**src/rtl/sub_mult_abs_vec.sv**
```systemverilog
// Multi-lane pipelined |(x - grid) * scale| stage for the KAN datapath.
// Joins data/grid/scale AXI-Stream inputs; 3-stage pipe with round and saturate.
module sub_mult_abs_vec #(
  parameter int LANES                 = 4,
  parameter int DATA_WIDTH_DATA       = 16,
  parameter int FRACTIONAL_BITS_DATA  = 12,
  parameter int DATA_WIDTH_SCALE      = 16,
  parameter int FRACTIONAL_BITS_SCALE = 12,
  parameter int DATA_WIDTH_RSLT       = 16,
  parameter int FRACTIONAL_BITS_RSLT  = 12,
  parameter int SCALE_PER_FRAME       = 1,
  parameter int ROUND_ENABLE          = 1,
  parameter int ID_WIDTH              = 1,
  parameter int DEST_WIDTH            = 1,
  parameter int USER_WIDTH            = 1
) (
  input  logic                                  clk,
  input  logic                                  rst_n,
  input  logic                                  abs_mode,
  input  logic [LANES*DATA_WIDTH_DATA-1:0]      s_axis_data_tdata,
  input  logic                                  s_axis_data_tvalid,
  output logic                                  s_axis_data_tready,
  input  logic                                  s_axis_data_tlast,
  input  logic [ID_WIDTH-1:0]                   s_axis_data_tid,
  input  logic [DEST_WIDTH-1:0]                 s_axis_data_tdest,
  input  logic [USER_WIDTH-1:0]                 s_axis_data_tuser,
  input  logic [LANES*DATA_WIDTH_DATA-1:0]      s_axis_grid_tdata,
  input  logic                                  s_axis_grid_tvalid,
  output logic                                  s_axis_grid_tready,
  input  logic [LANES*DATA_WIDTH_SCALE-1:0]     s_axis_scale_tdata,
  input  logic                                  s_axis_scale_tvalid,
  output logic                                  s_axis_scale_tready,
  output logic [LANES*DATA_WIDTH_RSLT-1:0]      m_axis_tdata,
  output logic [LANES*DATA_WIDTH_RSLT/8-1:0]    m_axis_tkeep,
  output logic                                  m_axis_tvalid,
  input  logic                                  m_axis_tready,
  output logic                                  m_axis_tlast,
  output logic [ID_WIDTH-1:0]                   m_axis_tid,
  output logic [DEST_WIDTH-1:0]                 m_axis_tdest,
  output logic [USER_WIDTH-1:0]                 m_axis_tuser,
  output logic [LANES-1:0]                      m_axis_sat,
  output logic                                  sat_sticky
);

  localparam int W     = DATA_WIDTH_DATA;
  localparam int SW    = DATA_WIDTH_SCALE;
  localparam int R     = DATA_WIDTH_RSLT;
  localparam int SH    = FRACTIONAL_BITS_DATA + FRACTIONAL_BITS_SCALE - FRACTIONAL_BITS_RSLT;
  localparam int SH_M1 = (SH > 0) ? SH - 1 : 0;
  localparam int PW    = W + 1 + SW;
  localparam int EW    = PW + 2;
  localparam int SBW   = 2 + ID_WIDTH + DEST_WIDTH + USER_WIDTH;

  localparam logic signed [EW-1:0] ONE_E = EW'(1);
  localparam logic signed [EW-1:0] UMAX  = (ONE_E <<< R) - ONE_E;
  localparam logic signed [EW-1:0] SMAX  = (ONE_E <<< (R - 1)) - ONE_E;
  localparam logic signed [EW-1:0] SMIN  = -(ONE_E <<< (R - 1));
  localparam logic signed [EW-1:0] RND_C = (ROUND_ENABLE != 0 && SH > 0) ? (ONE_E <<< SH_M1) : '0;

  logic                     v1_q, v1_d, v2_q, v2_d, v3_q, v3_d;
  logic signed [W:0]        diff_q [LANES];
  logic signed [W:0]        diff_d [LANES];
  logic signed [PW-1:0]     prod_q [LANES];
  logic signed [PW-1:0]     prod_d [LANES];
  logic [LANES*SW-1:0]      scale1_q, scale1_d;
  logic [LANES*SW-1:0]      scale_q, scale_d;
  logic                     scale_held_q, scale_held_d;
  logic [SBW-1:0]           sb1_q, sb1_d, sb2_q, sb2_d;
  logic [SBW-2:0]           sb3_q, sb3_d;
  logic [LANES*R-1:0]       rslt_q, rslt_d, rslt_c;
  logic [LANES-1:0]         sat_q, sat_d, sat_c;
  logic                     sat_sticky_q, sat_sticky_d;

  logic                     en, scale_avail, accept, scale_xfer;
  logic [LANES*SW-1:0]      cur_scale;
  logic signed [EW-1:0]     ext, shifted, mag;

  assign en          = !v3_q || m_axis_tready;
  assign scale_avail = (SCALE_PER_FRAME != 0) ? (scale_held_q || s_axis_scale_tvalid)
                                              : s_axis_scale_tvalid;
  // rst_n gating keeps every ready low while reset is held
  assign accept      = rst_n && en && s_axis_data_tvalid && s_axis_grid_tvalid && scale_avail;

  assign s_axis_data_tready  = accept;
  assign s_axis_grid_tready  = accept;
  assign s_axis_scale_tready = (SCALE_PER_FRAME != 0)
                               ? (rst_n && en && s_axis_data_tvalid && s_axis_grid_tvalid && !scale_held_q)
                               : accept;
  assign scale_xfer = s_axis_scale_tready && s_axis_scale_tvalid;
  assign cur_scale  = (SCALE_PER_FRAME != 0 && scale_held_q) ? scale_q : s_axis_scale_tdata;

  always_comb begin
    v1_d         = v1_q;
    v2_d         = v2_q;
    v3_d         = v3_q;
    diff_d       = diff_q;
    prod_d       = prod_q;
    scale1_d     = scale1_q;
    scale_d      = scale_q;
    scale_held_d = scale_held_q;
    sb1_d        = sb1_q;
    sb2_d        = sb2_q;
    sb3_d        = sb3_q;
    rslt_d       = rslt_q;
    sat_d        = sat_q;
    rslt_c       = '0;
    sat_c        = '0;
    ext          = '0;
    shifted      = '0;
    mag          = '0;

    if (SCALE_PER_FRAME != 0) begin
      if (scale_xfer) begin
        scale_d      = s_axis_scale_tdata;
        scale_held_d = 1'b1;
      end
      // frame end wins so a one-beat frame leaves nothing held
      if (accept && s_axis_data_tlast) scale_held_d = 1'b0;
    end

    for (int i = 0; i < LANES; i++) begin
      ext     = EW'(prod_q[i]) + RND_C;
      shifted = ext >>> SH;
      mag     = shifted[EW-1] ? -shifted : shifted;
      if (sb2_q[SBW-1]) begin
        if (mag > UMAX) begin
          rslt_c[i*R +: R] = UMAX[R-1:0];
          sat_c[i]         = v2_q;
        end else begin
          rslt_c[i*R +: R] = mag[R-1:0];
        end
      end else begin
        if (shifted > SMAX) begin
          rslt_c[i*R +: R] = SMAX[R-1:0];
          sat_c[i]         = v2_q;
        end else if (shifted < SMIN) begin
          rslt_c[i*R +: R] = SMIN[R-1:0];
          sat_c[i]         = v2_q;
        end else begin
          rslt_c[i*R +: R] = shifted[R-1:0];
        end
      end
    end

    if (en) begin
      v1_d = accept;
      v2_d = v1_q;
      v3_d = v2_q;
      for (int i = 0; i < LANES; i++) begin
        diff_d[i] = $signed({s_axis_data_tdata[i*W+W-1], s_axis_data_tdata[i*W +: W]})
                  - $signed({s_axis_grid_tdata[i*W+W-1], s_axis_grid_tdata[i*W +: W]});
        prod_d[i] = PW'(diff_q[i]) * PW'($signed(scale1_q[i*SW +: SW]));
      end
      scale1_d = cur_scale;
      sb1_d    = {abs_mode, s_axis_data_tlast, s_axis_data_tid, s_axis_data_tdest, s_axis_data_tuser};
      sb2_d    = sb1_q;
      sb3_d    = sb2_q[SBW-2:0];
      rslt_d   = rslt_c;
      sat_d    = sat_c;
    end

    sat_sticky_d = sat_sticky_q || (en && (|sat_c));
  end

  always_ff @(posedge clk or negedge rst_n) begin
    if (!rst_n) begin
      v1_q         <= 1'b0;
      v2_q         <= 1'b0;
      v3_q         <= 1'b0;
      for (int i = 0; i < LANES; i++) begin
        diff_q[i] <= '0;
        prod_q[i] <= '0;
      end
      scale1_q     <= '0;
      scale_q      <= '0;
      scale_held_q <= 1'b0;
      sb1_q        <= '0;
      sb2_q        <= '0;
      sb3_q        <= '0;
      rslt_q       <= '0;
      sat_q        <= '0;
      sat_sticky_q <= 1'b0;
    end else begin
      v1_q         <= v1_d;
      v2_q         <= v2_d;
      v3_q         <= v3_d;
      diff_q       <= diff_d;
      prod_q       <= prod_d;
      scale1_q     <= scale1_d;
      scale_q      <= scale_d;
      scale_held_q <= scale_held_d;
      sb1_q        <= sb1_d;
      sb2_q        <= sb2_d;
      sb3_q        <= sb3_d;
      rslt_q       <= rslt_d;
      sat_q        <= sat_d;
      sat_sticky_q <= sat_sticky_d;
    end
  end

  assign m_axis_tvalid = v3_q;
  assign m_axis_tdata  = rslt_q;
  assign m_axis_tkeep  = '1;
  assign m_axis_sat    = sat_q;
  assign sat_sticky    = sat_sticky_q;
  assign {m_axis_tlast, m_axis_tid, m_axis_tdest, m_axis_tuser} = sb3_q;

endmodule

```
**config.mk**
```make
export PLATFORM = sky130hd
export DESIGN_NAME = sub_mult_abs_vec
export DESIGN_NICKNAME = d
export VERILOG_FILES = /design/src/rtl/sub_mult_abs_vec.sv
export SDC_FILE = /design/constraint.sdc
export NUM_CORES = 2
export LEC_CHECK = 0
export BUFFER_PORTS_ARGS = -buffer_cell sky130_fd_sc_hd__buf_2
export CORE_ASPECT_RATIO = 1.5
export CORE_MARGIN = 3
export CORE_UTILIZATION = 55
export CTS_CLUSTER_DIAMETER = 200
export CTS_CLUSTER_SIZE = 40
export DETAILED_ROUTE_END_ITERATION = 8
export GPL_TIMING_DRIVEN = 0
export HOLD_SLACK_MARGIN = 0.08
export PLACE_DENSITY = 0.73
export REMOVE_ABC_BUFFERS = 1
export SYNTH_ARGS = -nofsm -noshare
export SYNTH_HDL_FRONTEND = slang
export SYNTH_SLANG_ARGS = --single-unit
```
**constraint.sdc**
```tcl
create_clock -name clk -period 15.45 [get_ports clk]
set_input_delay 2.3175 -clock clk [delete_from_list [all_inputs] [get_ports clk]]
set_output_delay 2.3175 -clock clk [all_outputs]
set_load 0.05 [all_outputs]
```
== Yosys cells after proc, flatten, opt, wreduce, memory -nomap -nowiden ==
Index checks and enable logic that the tools add are counted.
Widths: inputs -> output; s select.
Cells by class
  add/subtract/negate cells: 12
  multiply operators: 4
  magnitude comparators: 12
  multiplexer cells: 39
  reductions and logical operators: 15
Operators with widths (count)
  $mux 16: 16
  $gt 35x17->1 const B: 4
  $mux 35: 4
  $neg 22->35: 4
  $add 33x13->34 const B: 4
  $mul 17x16->33: 4
  $gt 22x16->1 const B: 4
  $lt 22x16->1 const B: 4
  $sub 16x16->17: 4
  $mux 64: 1
  $mux 1: 18
  $logic_and 1x1->1: 8
  $reduce_or 4->1: 1
  $logic_or 1x1->1: 3
  $logic_not 1->1: 2
  $reduce_bool 2->1: 1
Word-level totals
  bits in registers: 415
  output and inout port bits: 85
  logic and storage cells: 102

== Depth between registers and ports, before layout ==
  depth after elaboration: 9
  depth in mapped cells: 26

== Least setup slack after synthesis ==
No wires, ideal clock.
  path type: register to register
  from: register scale1_q[7]
  to: register prod_q[131] (netlist bit)
  setup time: 0.137 ns
  arrival time: 6.287 ns
  data required time: 15.313 ns
  path slack: 9.026 ns
  cell stages (with the launch flop): 24
  buffers on the path: 2
  period minus slack after synthesis: 6.424 ns
  cell sequence: dfrtp_1 -> clkbuf_1 -> clkbuf_1 -> nand2_1 -> fa_1 -> inv_1 -> fa_1 -> inv_1 -> fa_1 -> inv_1 -> fa_1 -> fa_1 -> inv_1 -> fa_1 -> inv_1 -> ha_1 -> a2111oi_0 -> a211oi_1 -> o211ai_1 -> a31oi_1 -> and4_1 -> a2111oi_0 -> xnor2_1 -> a21oi_1
Between the ends
  cells in the longest elaborated chain, start to end: 1
RTL lines
  start, declared: RTL line 65  | logic [LANES*SW-1:0] scale1_q, scale1_d;
  start signal, assigned: RTL line 189  | scale1_q <= scale1_d;
  $mul 17x16->33: RTL line 152  | prod_d[i] = PW'(diff_q[i]) * PW'($signed(scale1_q[i*SW +: SW]));
  end signal, assigned: RTL line 188  | prod_q <= prod_d;
  end, declared: RTL line 63  | logic signed [PW-1:0] prod_q [LANES];
No other way between the ends.
A chain may end at the register's enable or synchronous reset.

== Worst setup path after layout ==
  from: register scale1_q[1]
  to: register prod_q[131] (netlist bit)
Same word-level chain as after synthesis.

==> impl_results.md <==
* Die height at around 420 µm
* Yosys reg bits at 371
* Crit path time final at about 7500 ps
* WP data required at 15940 ps
* TritonCTS clock tree: yes
* Worst reg2reg path endpoint: prod_q[131]$_DFFE_PN0N_
* Placed cell areas at 65000 µm²
* Mapped cell area at 62600 µm²
* Area Overhead vs Synth at 4.43%
* GPL Wtd Cong at 0.905
* Worst r2r path cells at 22
* Layout cells sized above 1 at about 6.1%
* TritonRoute pass-1 iters at 7
* Most used DFF post-synth: dfrtp_1
* Vias in the first global route at about 51000
* Final Skew at 53.4 ps
* RSZ-0062 raised after global routing: false
* Hold Path Stages at 2
* Hold wc startpoint: m_axis_tdata[23]$_DFFE_PN0N_
* Crit start category: flop
* Total CTS buffers at 13
* Worst Tran Pin Value at 1300 ps
* Post-DR vias/cell at 5.59
* FF-to-FF setup slack at 7970 ps
* Worst Path Arrival at approximately 8000 ps
* H-tree Lvls at 1
* DR DRC count at 0
* Post-synth EDFFs at 0
* ANT nets after route at 0
* First-pass GRT wire length at 248 mm
* # setup viols final at 0
* Drt total wl at 148 mm
* Post-synthesis cell type count at 93
* Setup ws final at 7970 ps
* Fillers at 9947
* Placed Instances at 8433
* Synthesis Warnings at 0
* Clock Latency Late Sink at approximately 610 ps
* Hold worst-path end: m_axis_tdata[23]$_DFFE_PN0N_
* Avg Cell Area, Syn at 8.93 µm²
* Port bufs at 279
* CTS clk-pin slew, worst paths at 160 ps
* Reg-to-Reg Start: scale1_q[1]$_DFFE_PN0N_
* Die area at 118000 µm²
* Finished Layout Cells at 8450
* Outcome: complete, no violations
* Crit Path Max Fanout at 18
* Tcrit/Tclk final at between 40% and 50%
* Clock Path Buffers at 3
* Vias at ~47000
* Total gr overflow at 0
* Async SR Flop Fraction at 100%
* Post-route cell area at 65400 µm²
* Final HPWL from detailed placement at 117 mm
* Die W at between 200 and 300 µm
* Starting density of the core at a little under three fifths
* CTS Hold Bufs at 0
* Ports at 288
* Synthesized instance count at around 7000
* Site Rows at 150
* MaxCap Viol Count at 0
* Slew headroom at 12.9%
* Achievable frequency at approximately 130 MHz
* Post-CTS sizing at 0
* Clock tree sinks at 371
* Share of the yosys chip area belonging to registers at 14.8%
* Largest net degree at the start of global routing at between 100 and 150
* DR WL/cell at 17.5 µm
* Post-CTS Setup Inserts at 0
* Hold WC Path Type: reg2reg
* Most frequent cells in the layout: 1402 x inv_1, 1104 x fa_1, 975 x nand2_1
* Pins Over Slew Limit at 0
* Root buf cell: clkbuf_16
* DP Worst Slack at 8100 ps
* Initial antenna violation count at 4
* # nets final at a little under 9000
* Final Hold Fails at 0
* Global-route usage over all layers at 26.0%
* Core Region at about 110000 µm²
* Detailed Route Iter0 Violations at between 2000 and 2500
* Most common cell after layout, fill and taps aside: inv_1
* Worst setup EP type: flop
* Crit Path Class: reg2reg
-- routing by layer --
metal | wire length, µm | GRT usage [%]
met1 | 57100 | 31.1
met5 | 0 | 0
met3 | 6900 | 2.63
met2 | 78600 | 48.3
met4 | 5330 | 9.00
-- synth_stat cells, drive strengths merged (23+ instances only) --
cell    count  area [µm²]
inv      1402        5260
fa       1104       22100
nand2     976        3670
and2      461        2880
ha        400        5000
dfrtp     371        9280
nor2      266        1010
clkbuf    256         961
o21ai     216        1080
a21oi     181         910
xnor2     142        1240
nand3     126         653
nor3       95         487
xor2       91         797
mux2i      76         761
mux2       68         766
a21o       66         495
buf        64         342
o31ai      55         413
and3       45         282
a31oi      41         257
nand4      39         265
nand2b     38         238
a211oi     31         233
o21a       30         225
nor4       25         184
o211ai     24         180
nor2b      23         144
-- worst max-delay path: stages (launching register included) --
cell and delay (ps):
dfrtp_1 740, and2_1 320, fa_1 540, inv_1 60, fa_1 520, inv_1 50
ha_1 170, inv_1 60, fa_1 440, fa_1 520, fa_1 490, inv_1 50
ha_1 290, a21o_1 170, a21o_1 170, a221oi_1 870, a211oi_1 340, o211ai_1 340
a31oi_1 200, and4_1 240, a2111oi_0 480, xnor2_1 200, a21oi_1 90
-- metrics by stage --
| stage | hold slack [ps] | setup TNS (ps) | util (%) |
|---|---|---|---|
| final | 483 | 0 | 58.2 |
| after global routing | 503 | 0 | 58.2 |
| after CTS | 486 | 0 | 58.2 |
| after detailed placement | 450 | 0 | 57.9 |
| after global placement | 446 | -2804720 | 57.5 |
| after floorplan | 439 | -240040 | - |
-- cell type report --
| type | instances | area, µm² | share of cell area, % |
|---|---|---|---|
| multi-input cells | 4919 | 46800 | 71.6 |
| repair buffers | 297 | 1830 | 2.81 |
| diodes | 1 | 2.50 | 0.00383 |
| flip-flops and latches | 371 | 9290 | 14.2 |
| inverters | 1402 | 5260 | 8.05 |
| clock inverters | 2 | 38.8 | 0.0593 |
| clock buffers | 14 | 329 | 0.503 |
| well taps | 1444 | 1810 | 2.76 |
-- kinds of logic after synthesis --
family,Yosys count,synth area share (%)
compound gates,830,8.69
xor+xnor,233,3.26
fa+ha+maj,1504,43.3
buf+inv,1722,10.5
flops,371,14.8
mux,144,2.44
other cells,1,0.00599
simple gates,2200,17.0
-- flip-flops by register name (all words and copies together), names as in the netlist --
register,cells
diff_q,68
m_axis_sat,4
m_axis_tdata,64
m_axis_tvalid,1
prod_q,88
sat_sticky,1
sb1_q,5
sb2_q,5
sb3_q,4
scale1_q,64
scale_held_q,1
scale_q,64
v1_q,1
v2_q,1
-- how the worst max path moves through the flow --
stage	startpoint	end	slack [ps]	cells past startpoint
finish	scale1_q[1]$_DFFE_PN0N_	prod_q[131]$_DFFE_PN0N_	7970	22
global route	scale1_q[1]$_DFFE_PN0N_	prod_q[131]$_DFFE_PN0N_	7640	22
CTS	scale1_q[1]$_DFFE_PN0N_	prod_q[131]$_DFFE_PN0N_	8050	22
detailed placement	scale1_q[1]$_DFFE_PN0N_	prod_q[131]$_DFFE_PN0N_	8100	22
global placement	m_axis_tready	m_axis_tdata[42]$_DFFE_PN0N_	-13680	5
floorplan	m_axis_tready	s_axis_scale_tready	-4750	2
Power is not shown: default switching activity piles up to over one toggle a cycle in this logic, so the estimate is an artifact.
